**src/rtl/taxi_disp_pkg.sv**
```systemverilog
// -----------------------------------------------------------------------------
// taxi_disp_pkg
// Shared constants for the taximeter display path. The scanner, the tube
// decoder and the top level all use these.
//   DIGIT_W          width of one BCD digit
//   BLANK_CODE       code the decoder renders as an unlit digit
//   DEFAULT_DIGITS   number of display digits on the production board
//   DEFAULT_SCAN_DIV clock cycles each digit stays lit
// -----------------------------------------------------------------------------
package taxi_disp_pkg;

    localparam int         DIGIT_W          = 4;
    localparam logic [3:0] BLANK_CODE       = 4'hF;
    localparam int         DEFAULT_DIGITS   = 8;
    localparam int         DEFAULT_SCAN_DIV = 50000;

endpackage

```
**src/rtl/scan_prescaler.sv**
```systemverilog
// -----------------------------------------------------------------------------
// scan_prescaler
// Free-running divider. It counts 0..SCAN_DIV-1, wraps back to 0, and raises
// tick for one cycle on the last count. With SCAN_DIV=1, tick is high on every
// cycle. The divider is also used by other taximeter timebases.
// Ports:
//   clk    in   system clock
//   rst_n  in   asynchronous active-low reset
//   tick   out  high on the final count of each SCAN_DIV-cycle period
// -----------------------------------------------------------------------------
module scan_prescaler #(
    parameter int SCAN_DIV = 50000
) (
    input  logic clk,
    input  logic rst_n,
    output logic tick
);

    // At least one bit wide, so that SCAN_DIV=1 still gives a legal counter.
    localparam int PW = (SCAN_DIV > 1) ? $clog2(SCAN_DIV) : 1;
    localparam logic [PW-1:0] LAST = PW'(SCAN_DIV - 1);

    logic [PW-1:0] pcnt;

    assign tick = (pcnt == LAST);

    // The wrap is explicit, so a SCAN_DIV that is not a power of two never
    // lets the counter run past LAST.
    always_ff @(posedge clk or negedge rst_n) begin
        if (!rst_n) begin
            pcnt <= '0;
        end else if (tick) begin
            pcnt <= '0;
        end else begin
            pcnt <= pcnt + 1'b1;
        end
    end

endmodule

```
**src/rtl/display_scanner.sv**
```systemverilog
// -----------------------------------------------------------------------------
// display_scanner
// Time-multiplexed scan driver for the multi-digit seven-segment display.
// Once per frame it takes a snapshot of the packed BCD digits and the
// decimal-point mask. It then lights one digit at a time, holding each digit
// for SCAN_DIV cycles.
// Optional feature: define DISPLAY_LEADING_ZERO_BLANK_EN to blank leading
// zeros. A blanked digit drives BLANK_CODE.
// Ports:
//   clk            in   system clock
//   rst_n          in   asynchronous active-low reset
//   digits_bcd     in   packed BCD; digit i is in bits [4i+3:4i], digit 0 rightmost
//   dp_mask        in   decimal-point request per digit
//   decimal_value  out  BCD value of the lit digit, to the tube decoder
//   digit_sel      out  one-hot enable of the lit digit
//   dp             out  decimal point of the lit digit
//   frame_start    out  one-cycle pulse on the first cycle digit 0 is lit
// -----------------------------------------------------------------------------
module display_scanner
    import taxi_disp_pkg::*;
#(
    parameter int DIGITS   = DEFAULT_DIGITS,
    parameter int SCAN_DIV = DEFAULT_SCAN_DIV
) (
    input  logic                      clk,
    input  logic                      rst_n,
    input  logic [DIGIT_W*DIGITS-1:0] digits_bcd,
    input  logic [DIGITS-1:0]         dp_mask,
    output logic [DIGIT_W-1:0]        decimal_value,
    output logic [DIGITS-1:0]         digit_sel,
    output logic                      dp,
    output logic                      frame_start
);

    localparam int IW = $clog2(DIGITS);
    localparam logic [IW-1:0] IDX_LAST = IW'(DIGITS - 1);

    logic                           tick;
    logic [IW-1:0]                  idx;
    logic [DIGITS-1:0][DIGIT_W-1:0] snap_bcd;
    logic [DIGITS-1:0]              snap_dp;

    scan_prescaler #(
        .SCAN_DIV (SCAN_DIV)
    ) u_prescaler (
        .clk   (clk),
        .rst_n (rst_n),
        .tick  (tick)
    );

    // The snapshot is taken only on the edge where idx wraps. A frame therefore
    // always shows one consistent set of digits, whatever the inputs do during it.
    always_ff @(posedge clk or negedge rst_n) begin
        if (!rst_n) begin
            idx         <= '0;
            snap_bcd    <= '0;
            snap_dp     <= '0;
            frame_start <= 1'b0;
        end else begin
            frame_start <= 1'b0;
            if (tick) begin
                if (idx == IDX_LAST) begin
                    idx         <= '0;
                    snap_bcd    <= digits_bcd;
                    snap_dp     <= dp_mask;
                    frame_start <= 1'b1;
                end else begin
                    idx <= idx + 1'b1;
                end
            end
        end
    end

    always_comb begin
        digit_sel      = '0;
        digit_sel[idx] = 1'b1;
        dp             = snap_dp[idx];
    end

`ifdef DISPLAY_LEADING_ZERO_BLANK_EN
    logic [DIGITS-1:0] blank;
    logic              run_zero;
    logic              run_dp;

    // Scan from the most significant digit down to digit 1. run_zero stays set
    // while every digit seen so far is zero. run_dp becomes set once a decimal
    // point has been seen; that digit and every digit to its right are then
    // shown. Digit 0 is never blanked.
    always_comb begin
        blank    = '0;
        run_zero = 1'b1;
        run_dp   = 1'b0;
        for (int i = DIGITS - 1; i >= 1; i--) begin
            run_zero = run_zero && (snap_bcd[i] == '0);
            run_dp   = run_dp | snap_dp[i];
            blank[i] = run_zero & ~run_dp;
        end
    end

    assign decimal_value = blank[idx] ? BLANK_CODE : snap_bcd[idx];
`else
    // Non-BCD nibbles pass straight through. The decoder blanks them.
    assign decimal_value = snap_bcd[idx];
`endif

endmodule

```
**config.mk**
```make
export PLATFORM = sky130hd
export DESIGN_NAME = display_scanner
export DESIGN_NICKNAME = d
export VERILOG_FILES = /design/src/rtl/taxi_disp_pkg.sv /design/src/rtl/scan_prescaler.sv /design/src/rtl/display_scanner.sv
export SDC_FILE = /design/constraint.sdc
export NUM_CORES = 1
export LEC_CHECK = 0
export CORE_MARGIN = 2
export CORE_UTILIZATION = 35
export DETAILED_ROUTE_END_ITERATION = 8
export MAX_ROUTING_LAYER = met4
export PLACE_DENSITY = 0.64
export SLEW_MARGIN = 25
export SYNTH_ARGS = -nofsm -noshare
export SYNTH_HDL_FRONTEND = slang
export SYNTH_SLANG_ARGS = --single-unit
export TNS_END_PERCENT = 10
```
**constraint.sdc**
```tcl
create_clock -name clk -period 2.14 [get_ports clk]
set_input_delay 0.428 -clock clk [delete_from_list [all_inputs] [get_ports clk]]
set_output_delay 0.428 -clock clk [all_outputs]
set_load 0.01 [all_outputs]
```
==> results of run 1 <==
## layout make-up
cell class                 count  area, um2  share of cell area
inverter                       3       11.3             0.00294
multi-input combinational    225       1280               0.333
clock buffer                  10        138              0.0359
tap                          102        128              0.0333
timing repair buffer          78        724               0.189
clock inverter                 5       52.6              0.0137
sequential                    60       1500               0.392
## worst paths after layout
path,start,end,slack [ns],depth (start not counted)
setup / recovery,idx[0],decimal_value[1],-0.03,4
hold / removal,rst_n,u_prescaler.pcnt[15],0.09,2
setup reg to reg,idx[0],snap_bcd[0],0.18,9
hold reg to reg,snap_bcd[1],snap_bcd[1],0.47,2
max in group asynchronous,rst_n,idx[2],1.77,2
min in group clk,snap_bcd[1],snap_bcd[1],0.47,2
## routing by layer
layer | vias to the layer above | global-route usage
met3 | 12 | 0.0329
li1 | 1153 | -
met2 | 53 | 0.248
met1 | 1082 | 0.205
met5 | - | -
met4 | 0 | 0.0749
## placed cells by master, fill, tap and decap left out, types with 2 or more instances in the layout
cell and n:
clkinv_2 3, a221oi_2 2, nor2_1 14, buf_2 6
nor3b_1 3, nand4_1 5, and4_4 2, xor2_1 7
a31oi_1 3, buf_6 4, ha_1 3, nand3_1 7
nor3_1 4, buf_4 19, o21ai_1 4, clkbuf_8 10
inv_1 2, nand2_1 128, xnor2_1 6, nor2b_1 2
clkdlybuf4s50_1 41, mux2i_1 4, mux2_2 5, dlygate4sd2_1 5
dfrtp_1 59, a22oi_1 2, buf_12 2, nand3b_1 2
and4_1 2, mux4_2 3
## kinds of logic after synthesis
family,Yosys count
simple gates,180
flops,60
buf+inv,20
compound gates,17
xor+xnor,13
mux,12
fa+ha+maj,3
## state kept, by name (all words and copies together) (netlist names)
signal	count
snap_bcd	32
u_prescaler.pcnt	16
idx	3
frame_start	1
snap_dp	8
## repair_timing
action	CTS	global route
resized for setup	35	9
endpoints found under the setup margin	13	7
pin swaps	4	2
buffers inserted	1	5
## power by group
group / switching [mW] / internal [mW] / leakage (nW)
sequential: 0 / 1.13 / 0.613
clock: 0.443 / 0.556 / 0.0979
combinational: 0.0313 / 0.0682 / 0.972
## critical path: stages (launching register included)
cell	delay, ns
dfrtp_1	0.36
buf_4	0.13
mux4_2	0.49
mux2_2	0.28
buf_2	0.14
## through the flow
stage	TNS, ns	hold slack, ns	power (mW)
2_1_floorplan	0	0.132	1.16
3_3_place_gp	0	0.451	1.26
3_5_place_dp	-0.0239	0.455	1.26
4_1_cts	-0.295	0.102	2.26
5_1_grt	-0.305	0.100	2.32
6_report	-0.0530	0.0911	2.23
==> reports/summary.txt, run 1 <==
Seq/Total Area, Yosys: 0.528
Row Count: 32
DR DRC count: 0
Unrepaired setup endpoints after global routing: yes
Post-synth ARST share: 1.00
Setup skew after layout: 0.00745 ns
Multiplexer area fraction after synthesis: 0.0577
Initial core utilization: 0.364
Number of distinct library cells after synthesis: 40
Final routed wirelength across all metal layers: 6420 um
Count of flip-flops with a built-in enable after synthesis: 0
Clock tree buffer depth: 2
Pre-CTS setup slack: -0.0239 ns
Clock transition at the register clock pins on the worst setup and hold paths after CTS: 0.07 ns
Net Count, Synth: 350
Clock insertion delay at the later pin of the skew report: 0.34 ns
Die outline area: 8850 um2
Pwr per Cell Area: 583 nW/um2
Total standard cell area after synthesis: 2840 um2
Area inside the core boundary: 7810 um2
Clock tree from TritonCTS: done
Xor-xnor portion of the synthesized cell area: 0.0401
Final Wtd Congestion: 0.796
Final design area excluding fillers: 3830 um2
Number of placed instances, taps included: 462
Share of final-layout standard cells stronger than drive strength 1: 0.184
Yosys reg bits: 60
Antenna diode count: 0
Endpoint required time on the critical path: 1.71 ns
Synth Area in Simple Gates: 0.282
Clock buffer count from CTS: 9
Maximum number of pins on one net before global-route repair: 61
Final net count: 422
Post-Synth Adder-Cell Area: 0.0132
Top cell types by occurrence after synthesis: nand2_1 (128), dfrtp_1 (60), nor2_1 (16)
Count of placed standard cells in the final layout, fillers left out: 483
Class of the tightest hold or removal check: input port to asynchronous set/reset pin
Worst setup SP type: flip-flop
Fill cell total of the finished layout: 743
CTS HTree Levels: 3
Mean instance size in the synthesized netlist: 9.32 um2
Dpl cell area: 3580 um2
Max capacitance violation total: 0
Grt ovf: 0
Met3 WL post-DR: 211 um
Met1 wire length: 2950 um
Synth Flop Type: dfrtp_1
F_max: 462 MHz
Highest metal layer used by the detailed router: met4
Wire length of the first global-routing pass: 10700 um
Count of routing violations after the opening detailed-route iteration: 78
Tcrit/Tclk final: 1.01
Main combinational cell family by area after synthesis: simple AND/OR/NAND/NOR gates
Via count of the first global-routing pass: 2250
Max_slew headroom: 0.783
Root Buffer Master: clkbuf_8
Horizontal extent of the die: 94.1 um
Via count: 2300
Met2 wire length: 3140 um
LEAKAGE: 1.68 nW
Post-route core utilization: 0.491
Worst Path Arrival: 1.74 ns
Num Clock Sinks: 60
Fin worst setup slack: -0.0267 ns
Post-Synthesis Cells: 305
Fraction of the mapped netlist area in compound gates: 0.0423
Detailed-placement wirelength estimate: 4530 um
Actual slew at the worst max-slew pin: 0.325 ns
Max-slew violation total from the final report: 0
WL per Instance: 13.3 um
Cell taking the most area after synthesis: dfrtp_1
Number of ports placed on the die boundary: 56
Number of hold-repair buffers added at the cts stage: 0
1st-pass router iterations: 4
Height of the die: 94.1 um
Number of antenna violations at the first check in global routing: 0
Top cell type's share of synthesized area: 0.528
Post-layout minimum cycle time: 2.17 ns
Kind of critical path: flip-flop to output port
Run status: finished, violations left
Crit path capture type: output port
Port Buffer Count: 55
Growth of design area from synthesis to finish: 34.9%
Number of warning messages in the yosys log: 0
Overall routing resource usage: 0.161
Via-per-instance ratio: 4.76
Main area contributors after synthesis: dfrtp_1 (53%), nand2_1 (17%), mux4_2 (2.4%)
Final setup violation count: 2
Cell with the most instances after synthesis: nand2_1
Number of nets still failing antenna checks after routing: 0
Worst IR drop on VDD: 0.369 mV
Final-report hold violation count: 0
Failing checks: negative setup slack
Max FO, Critical Path: 2
No activity file was read; power rests on OpenSTA's default activity.
==> inputs of run 2 (changes only) <==
CELL_PAD_IN_SITES_DETAIL_PLACEMENT = 1   (was default)
CELL_PAD_IN_SITES_GLOBAL_PLACEMENT = 2   (was default)
CORE_UTILIZATION = 31   (was 35)
HOLD_SLACK_MARGIN = 0.06   (was default)
PLACE_DENSITY = 0.85   (was 0.64)
==> run 2 against run 1 <==
Against the previous run:
- the flow still finishes with violations (negative setup slack)
- clock power up 16%
- design area up 2.9%
- via count grew 4.3%
- worst setup slack lost 0.036 ns
- utilization down 4.3 points
- combinational power is essentially flat
- non-clock buffer count up 6
- sequential share of layout area shrank 1.1 points
- cell count rose by 2.7%
==> reports/summary.txt, run 2 (synthesis results as in run 1) <==
Run status: finished, violations left (unchanged)
Horizontal extent of the die: 99.7 um (was 94.1 um)
Clock tree buffer depth: 2 (unchanged)
LEAKAGE: 1.74 nW (was 1.68 nW)
Growth of design area from synthesis to finish: 38.8% (was 34.9%)
Die outline area: 9950 um2 (was 8850 um2)
Antenna diode count: 0 (unchanged)
Final routed wirelength across all metal layers: 7360 um (was 6420 um)
Unrepaired setup endpoints after global routing: yes (unchanged)
Share of final-layout standard cells stronger than drive strength 1: 0.201 (was 0.184)
CTS HTree Levels: 3 (unchanged)
Maximum number of pins on one net before global-route repair: 61 (unchanged)
Largest registers ranked by flip-flop count: snap_bcd: 32 flops, u_prescaler.pcnt: 16 flops, snap_dp: 8 flops (unchanged)
Root Buffer Master: clkbuf_8 (unchanged)
Height of the die: 99.7 um (was 94.1 um)
Clock buffer count from CTS: 9 (unchanged)
Clock insertion delay at the later pin of the skew report: 0.35 ns (was 0.34 ns)
Most common cell after layout, fill and taps aside: nand2_1 (unchanged)
Max FO, Critical Path: 2 (unchanged)
WL per Instance: 14.8 um (was 13.3 um)
Final-report hold violation count: 0 (unchanged)
Number of ports placed on the die boundary: 56 (unchanged)
Final Wtd Congestion: 0.780 (was 0.796)
DR DRC count: 0 (unchanged)
Area inside the core boundary: 8810 um2 (was 7810 um2)
Grt ovf: 0 (unchanged)
Pre-CTS setup slack: -0.0635 ns (was -0.0239 ns)
Largest register by flop count: snap_bcd (unchanged)
Number of hold-repair buffers added at the cts stage: 0 (unchanged)
Wire length of the first global-routing pass: 12100 um (was 10700 um)
Combined area of the multi-input logic cells: 1280 um2 (about the same)
Max_slew headroom: 0.775 (was 0.783)
Row Count: 34 (was 32)
Failing checks: negative setup slack (unchanged)
Total Neg Setup Slack: -0.143 ns (was -0.0530 ns)
Number of flip-flops in the largest register: 32 (unchanged)
Final setup violation count: 3 (was 2)
1st-pass router iterations: 4 (unchanged)
Num Clock Sinks: 60 (unchanged)
Clock transition at the register clock pins on the worst setup and hold paths after CTS: 0.08 ns (was 0.07 ns)
Fin worst setup slack: -0.0624 ns (was -0.0267 ns)
Max capacitance violation total: 0 (unchanged)
Endpoint required time on the critical path: 1.71 ns (about the same)
Setup skew after layout: 0.00809 ns (was 0.00745 ns)
Overall routing resource usage: 0.162 (was 0.161)
Post-layout minimum cycle time: 2.20 ns (was 2.17 ns)
Via-per-instance ratio: 4.84 (was 4.76)
Sequential cell area: 1500 um2 (unchanged)
Worst setup SP type: flip-flop (unchanged)
Kind of critical path: flip-flop to output port (unchanged)
Fill cell total of the finished layout: 999 (was 743)
F_max: 454 MHz (was 462 MHz)
Worst Path Arrival: 1.77 ns (was 1.74 ns)
Pwr per Cell Area: 607 nW/um2 (was 583 nW/um2)
Detailed-placement wirelength estimate: 5080 um (was 4530 um)
Max-slew violation total from the final report: 0 (unchanged)
Final net count: 428 (was 422)
Via count: 2399 (was 2300)
Class of the tightest hold or removal check: input port to asynchronous set/reset pin (unchanged)
Count of routing violations after the opening detailed-route iteration: 77 (was 78)
Port Buffer Count: 55 (unchanged)
Actual slew at the worst max-slew pin: 0.338 ns (was 0.325 ns)
Tcrit/Tclk final: 1.03 (was 1.01)
Most frequent cells in the layout: nand2_1 (128), dfrtp_1 (59), clkdlybuf4s50_1 (41) (unchanged)
Via count of the first global-routing pass: 2488 (was 2250)
Clock tree from TritonCTS: done (unchanged)
Crit path capture type: output port (unchanged)
Number of nets still failing antenna checks after routing: 0 (unchanged)
Number of antenna violations at the first check in global routing: 0 (unchanged)
Initial core utilization: 0.323 (was 0.364)
Worst IR drop on VDD: 0.268 mV (was 0.369 mV)
[run 2: per-layer routing]
layer  part of all wire  up-vias  GRT usage
met5                  0        -          -
met4              0.017        0     0.0706
met3              0.032       11     0.0316
met2               0.50       45      0.257
met1               0.45     1181      0.203
li1                   -     1162          -
[run 2: worst paths after layout]
kind                       depth (start not counted)  slack [ns]    startpoint                  end
min in group clk                                   2        0.46  snap_bcd[17]         snap_bcd[17]
max                                                4       -0.06        idx[0]     decimal_value[1]
min                                                2        0.06         rst_n  u_prescaler.pcnt[7]
max in group asynchronous                          2        1.76         rst_n               idx[1]
max reg2reg                                        9        0.15        idx[0]         snap_bcd[15]
min reg2reg                                        2        0.46  snap_bcd[17]         snap_bcd[17]
[run 2: metrics by stage]
step / std cells / util / hold slack [ns] / instance area, um2 / total power [mW]
finish: 496 / 0.448 / 0.0635 / 3950 / 2.39
global route: 496 / 0.448 / 0.0819 / 3950 / 2.48
CTS: 488 / 0.438 / 0.0851 / 3850 / 2.42
detailed placement: 471 / 0.411 / 0.453 / 3620 / 1.26
global placement: 471 / 0.411 / 0.446 / 3620 / 1.26
floorplan: 305 / - / 0.132 / 2840 / 1.16
[run 2: critical path: stages (launching register included)]
cell and delay [ns]:
dfrtp_1 0.39, buf_4 0.15, mux4_2 0.48, mux2_2 0.28, clkbuf_2 0.13
[run 2: power breakdown]
group	total [mW]	switching [mW]	internal, mW
combinational	0.101	0.0326	0.0683
clock	1.16	0.499	0.660
sequential	1.13	0	1.13
total	2.39	0.531	1.86
[run 2: repair_timing]
action | 4_1_cts | 5_1_grt
pin swaps | 5 | 5
gates resized for setup | 34 | 11
setup buffers | 1 | 7
cloned | 0 | 1
endpoints found under the setup margin | 13 | 47
hold endpoints to repair | 0 | 0
[run 2: cell type report]
cell class / count / area share
inverter: 3 / 0.00285
timing repair buffer: 84 / 0.200
sequential: 60 / 0.381
clock inverter: 7 / 0.0254
clock buffer: 9 / 0.0314
multi-input combinational: 225 / 0.325
tap: 108 / 0.0343
